$ cat config.mk
export PLATFORM = sky130hd
export DESIGN_NAME = peripheral_7seg_scan
export DESIGN_NICKNAME = d
export VERILOG_FILES = /design/src/rtl/peripheral_7seg_scan.sv
export SDC_FILE = /design/constraint.sdc
export NUM_CORES = 1
export LEC_CHECK = 0
export ABC_AREA = 1
export BUFFER_PORTS_ARGS = -buffer_cell sky130_fd_sc_hd__buf_2
export CAP_MARGIN = 15
export CELL_PAD_IN_SITES_DETAIL_PLACEMENT = 1
export CELL_PAD_IN_SITES_GLOBAL_PLACEMENT = 1
export CORE_AREA = 8 8 118 109
export CTS_CLUSTER_DIAMETER = 100
export DETAILED_ROUTE_END_ITERATION = 16
export DIE_AREA = 0 0 126 117
export GPL_ROUTABILITY_DRIVEN = 1
export PLACE_DENSITY = 0.63
export REMOVE_ABC_BUFFERS = 1
export SYNTH_ARGS = -nofsm -noshare
export SYNTH_HDL_FRONTEND = slang
export SYNTH_SLANG_ARGS = --single-unit
$ cat constraint.sdc
create_clock -name clk -period 1.9 [get_ports clk]
set_input_delay 0.19 -clock clk [delete_from_list [all_inputs] [get_ports clk]]
set_output_delay 0.19 -clock clk [all_outputs]
set_load 0.05 [all_outputs]
$ cat src/rtl/peripheral_7seg_scan.sv
// peripheral_7seg_scan
//   Time-multiplexed driver for a multi-digit 7-segment display.
//
//   A load strobe copies the value, mode, blink mask and decimal points into
//   shadow registers. A prescaler divides clk into digit slots, and each slot
//   enables one anode. The decoded segments are registered, so the outputs
//   follow idx and the shadow registers one cycle later. In the first cycle of
//   every slot all anodes are off so that the previous digit does not ghost
//   onto the next one.
//
//   Ports
//     clk         system clock, rising edge
//     reset       synchronous, active-high reset
//     load        capture value/mode/blink_mask/dp_in
//     value       packed digits, digit i = value[4*i+3:4*i]
//     mode        00 hex, 01 hex with leading-zero blank, 10 glyph, 11 blank
//     blink_mask  per-digit blink enable
//     dp_in       per-digit decimal point
//     an          digit enables, an[i] drives digit i
//     seg         segments {g,f,e,d,c,b,a}
//     dp          decimal point
//     scan_tick   one-cycle pulse at each digit-slot boundary
module peripheral_7seg_scan #(
  parameter int NUM_DIGITS     = 4,
  parameter int CLK_DIV        = 50000,
  parameter int BLINK_SCANS    = 64,
  parameter bit SEG_ACTIVE_LOW = 1'b1
) (
  input  logic                    clk,
  input  logic                    reset,
  input  logic                    load,
  input  logic [4*NUM_DIGITS-1:0] value,
  input  logic [1:0]              mode,
  input  logic [NUM_DIGITS-1:0]   blink_mask,
  input  logic [NUM_DIGITS-1:0]   dp_in,
  output logic [NUM_DIGITS-1:0]   an,
  output logic [6:0]              seg,
  output logic                    dp,
  output logic                    scan_tick
);

  localparam int PW = $clog2(CLK_DIV);
  localparam int IW = (NUM_DIGITS > 1) ? $clog2(NUM_DIGITS) : 1;
  localparam int SW = (BLINK_SCANS > 1) ? $clog2(BLINK_SCANS) : 1;

  localparam logic [PW-1:0] PRE_LAST  = PW'(CLK_DIV - 1);
  localparam logic [IW-1:0] IDX_LAST  = IW'(NUM_DIGITS - 1);
  localparam logic [SW-1:0] SCAN_LAST = SW'(BLINK_SCANS - 1);

  // Internal output registers are active low; INV flips them for active-high boards.
  localparam logic INV = SEG_ACTIVE_LOW ? 1'b0 : 1'b1;

  logic [4*NUM_DIGITS-1:0] sh_value;
  logic [1:0]              sh_mode;
  logic [NUM_DIGITS-1:0]   sh_blink;
  logic [NUM_DIGITS-1:0]   sh_dp;

  logic [PW-1:0]           pre;
  logic [IW-1:0]           idx;
  logic [SW-1:0]           scan_cnt;
  logic                    blink_phase;

  logic [NUM_DIGITS-1:0]   an_l;
  logic [6:0]              seg_l;
  logic                    dp_l;
  logic                    tick_q;

  logic                    slot_end;
  logic [3:0]              digit;
  logic [NUM_DIGITS-1:0]   lz_blank;
  logic                    zero_run;
  logic [6:0]              seg_dec;
  logic                    blank;
  logic [NUM_DIGITS-1:0]   an_next;
  logic [6:0]              seg_next;
  logic                    dp_next;

  function automatic logic [6:0] hex_seg(input logic [3:0] code);
    case (code)
      4'h0: hex_seg = 7'h40;
      4'h1: hex_seg = 7'h79;
      4'h2: hex_seg = 7'h24;
      4'h3: hex_seg = 7'h30;
      4'h4: hex_seg = 7'h19;
      4'h5: hex_seg = 7'h12;
      4'h6: hex_seg = 7'h02;
      4'h7: hex_seg = 7'h78;
      4'h8: hex_seg = 7'h00;
      4'h9: hex_seg = 7'h18;
      4'hA: hex_seg = 7'h08;
      4'hB: hex_seg = 7'h03;
      4'hC: hex_seg = 7'h46;
      4'hD: hex_seg = 7'h21;
      4'hE: hex_seg = 7'h06;
      default: hex_seg = 7'h0E;
    endcase
  endfunction

  // Glyph set: A, b, r and a dash. Every other code stays dark.
  function automatic logic [6:0] glyph_seg(input logic [3:0] code);
    case (code)
      4'hA:    glyph_seg = 7'h08;
      4'hB:    glyph_seg = 7'h03;
      4'hC:    glyph_seg = 7'h2F;
      4'hF:    glyph_seg = 7'h3F;
      default: glyph_seg = 7'h7F;
    endcase
  endfunction

  assign slot_end = (pre == PRE_LAST);
  assign digit    = sh_value[{idx, 2'b00} +: 4];

  // A digit is a leading zero when it and every higher digit are zero.
  // Digit 0 always shows, so a value of 0 still displays "0".
  always_comb begin
    zero_run = 1'b1;
    lz_blank = '0;
    for (int i = NUM_DIGITS - 1; i >= 0; i--) begin
      zero_run    = zero_run && (sh_value[4*i +: 4] == 4'h0);
      lz_blank[i] = zero_run && (i != 0);
    end
  end

  always_comb begin
    seg_dec = hex_seg(digit);
    blank   = 1'b0;
    case (sh_mode)
      2'b00: blank = 1'b0;
      2'b01: blank = lz_blank[idx];
      2'b10: seg_dec = glyph_seg(digit);
      default: blank = 1'b1;
    endcase
    if (sh_blink[idx] && blink_phase) blank = 1'b1;

    seg_next = blank ? 7'h7F : seg_dec;
    dp_next  = blank ? 1'b1 : ~sh_dp[idx];

    // All anodes are turned off on the edge where the slot changes. In that cycle
    // the registered prescaler reads 0, and seg still holds the previous digit.
    an_next = '1;
    if (!slot_end) an_next[idx] = 1'b0;
  end

  always_ff @(posedge clk) begin
    if (reset) begin
      sh_value    <= '0;
      sh_mode     <= 2'b11;
      sh_blink    <= '0;
      sh_dp       <= '0;
      pre         <= '0;
      idx         <= '0;
      scan_cnt    <= '0;
      blink_phase <= 1'b0;
      an_l        <= '1;
      seg_l       <= 7'h7F;
      dp_l        <= 1'b1;
      tick_q      <= 1'b0;
    end else begin
      if (load) begin
        sh_value <= value;
        sh_mode  <= mode;
        sh_blink <= blink_mask;
        sh_dp    <= dp_in;
      end

      if (slot_end) begin
        pre <= '0;
        if (idx == IDX_LAST) begin
          idx <= '0;
          if (scan_cnt == SCAN_LAST) begin
            scan_cnt    <= '0;
            blink_phase <= ~blink_phase;
          end else begin
            scan_cnt <= scan_cnt + SW'(1);
          end
        end else begin
          idx <= idx + IW'(1);
        end
      end else begin
        pre <= pre + PW'(1);
      end

      tick_q <= slot_end;
      an_l   <= an_next;
      seg_l  <= seg_next;
      dp_l   <= dp_next;
    end
  end

  assign an        = an_l ^ {NUM_DIGITS{INV}};
  assign seg       = seg_l ^ {7{INV}};
  assign dp        = dp_l ^ INV;
  assign scan_tick = tick_q;

endmodule

==> metrics <==
Slew @ Worst Pin approximately 0.47 ns; FF-to-FF path depth 11; worst skew pair latency 0.33 ns; warnings from Yosys 0; worst hold path depth 3; relative slew slack 0.687; core outline area 11,000 µm²; PortBufs 41; initial antenna violation count 0; startpoint types register; ANT nets after route 0; Hold Violations, Final 0; PwrDens 951 nW/µm²; area delta synth->final 22.8%; crit share post-route 0.909; placed insts 612; number of global-route vias before repair 3,014; Critical Path AT 1.94 ns; first-pass GRT wire length 14.4 mm; Mapped Area about 3200 µm²; ant diodes 0; register area about 1300 µm²; Post-route DRC 0; largest net degree at the start of global routing 31; clk_skew 0.00633 ns; gr ovfl total 0; Hold Path Class in -> reg; Synth cell types 30; CTS clk-pin slew, worst paths 0.06 ns; vias per cell around 4.6; Routed WL 8.59 mm; clock buffer depth 2; outcome complete, no violations; CTS tree built; boundary pin count 42; Synth top area share 0.402; Non-Filler Instances roughly 630; GR Util All Layers 0.121; via count 2,896; initial drt markers 128; worst-path cell chain inv_2, nand3_1, nand2_1, inv_1, ha_1, nand3_1, nand2_1, nand2_1, nand2_1, nand2_1, nand3_1; Final GP Congestion around 0.82; final setup vio count 0; multi-input logic area 1670 µm²; cell area after placement roughly 3600 µm²; peak supply drop around 400 µV; CTS buffer count 9; Pleak about 1.7 nW; average cell area after synthesis 7.28 µm²; CTS HTree Levels 3; fin crit period 1.73 ns; crit-path most repeated cell nand2_1; layout cells sized above 1 0.209; placed wire-length estimate 6.36 mm; Horiz. Die Dim about 130 µm; # fillers 1,385; max-capacitance violation count 0; sequential share of the synthesized area 0.402; root buffer cell clkbuf_16; Cell Rows 37; fin nets 526; post-synth top area cell dfxtp_1; First-pass DRT Iterations 4; post-synthesis cell count around 440; die area 14,700 µm²; WL per Instance 13.7 µm; Final Cell Area between 3000 and 4000 µm²; Initial Util 0.289; CP peak stage delay 0.34 ns; largest fanout on the critical path 8; WP data required 2.11 ns; crit path capture type register; die height 117 µm; max-slew violation count 0; number of synthesized register bits 64; Slowest-stage cell, CP dfxtp_2; top cells by area, synth dfxtp_1 (40%), nand2_1 (11%), nor2_1 (7.1%), nand3_1 (5.6%), o21ai_0 (4.9%); Peak Freq a little under 0.6 GHz; Sink Count 64; TNS Setup 0 ns; critical path class reg -> reg
-- report_power, final --
part	internal (mW)	switching (mW)
registers	1.40	0.0328
clock network	1.32	0.626
logic	0.115	0.232
total	2.83	0.891
-- Yosys cell counts --
master / instances
o211ai_1: 1
nor2_4: 4
nand2_8: 1
inv_4: 1
nor3b_1: 1
nand3_2: 6
nor2_2: 3
nor2_8: 1
buf_6: 3
nor4_1: 2
o21ai_1: 3
nand3_4: 3
inv_2: 5
clkbuf_1: 8
buf_4: 2
dfxtp_1: 64
nor2_1: 60
nor3_1: 10
nand2_2: 6
nand2_1: 96
a21oi_1: 29
nand4_1: 3
or2_2: 1
o21ai_0: 31
nand3_1: 36
ha_1: 10
nand2_4: 3
o21a_1: 1
inv_1: 37
xor2_1: 7
-- sequential cells by signal, indices dropped and copies added, names as in the netlist --
name / count
an: 4
blink_phase: 1
dp: 1
idx: 2
pre: 16
scan_cnt: 6
scan_tick: 1
seg: 7
sh_blink: 4
sh_dp: 4
sh_mode: 2
sh_value: 16
-- path summary, 6_finish.rpt --
check	slack [ns]	from	end
min reg2reg	0.45	pre[0]	pre[0]
min	0.08	value[4]	sh_value[4]
max reg2reg	0.17	idx[1]	seg[3]
max	0.17	idx[1]	seg[3]
-- timing repair --
action                     4_1_cts  5_1_grt
setup buffers                    0        0
resized for setup                1        3
pin swaps                        0        0
cloned                           0        0
setup endpoints to repair        2        5
hold buffers                     0        0
-- layer usage --
layer  global-route usage  wire, µm  vias to the layer above
li1                     -         -                     1508
met1                0.160      4470                     1347
met2                0.185      3710                       32
met3               0.0299       268                        9
met4               0.0528       144                        0
met5                    0         0                        -
-- cell usage in the layout (no fill, tap or decap), types with 9 or more instances in the layout --
| cell type | n |
|---|---|
| buf_4 | 10 |
| nand3_1 | 36 |
| dfxtp_1 | 62 |
| nor3_1 | 10 |
| o21ai_0 | 31 |
| buf_2 | 41 |
| clkbuf_16 | 9 |
| nor2_1 | 60 |
| nand2_1 | 95 |
| a21oi_1 | 29 |
| inv_1 | 37 |
| ha_1 | 10 |
-- logic make-up after synthesis --
logic type | count (synthesis) | synth area share
adder cells (fa/ha/maj) | 10 | 0.0392
buffers and inverters | 56 | 0.0761
AND/OR/NAND/NOR | 236 | 0.360
flip-flops | 64 | 0.402
AO/OA/AOI/OAI | 65 | 0.104
XOR/XNOR | 7 | 0.0192
-- through the flow --
step                utilization  setup slack, ns  power, mW  hold WS [ns]
floorplan                     -           0.0560       1.69         0.259
global placement          0.323           0.0703       1.81         0.410
detailed placement        0.323         -0.00558       1.81         0.417
CTS                       0.355            0.117       3.76        0.0785
global route              0.355          -0.0211       3.89        0.0837
finish                    0.355            0.173       3.72        0.0825
-- cell type report --
class,instances,area share
multi-input cells,318,0.426
flip-flops and latches,64,0.329
repair buffers,51,0.0716
clock buffers,11,0.0620
well taps,136,0.0435
inverters,43,0.0419
clock inverters,5,0.0265
-- worst max-delay path: cells and delay by family, from the launching register on --
family	cells	cell delay [ns]
adders and majority gates	1	0.25
DFF	1	0.34
and+or+nand+nor	8	0.74
buffers and inverters	2	0.27
Note: power is estimated with default switching activity, not from simulation.
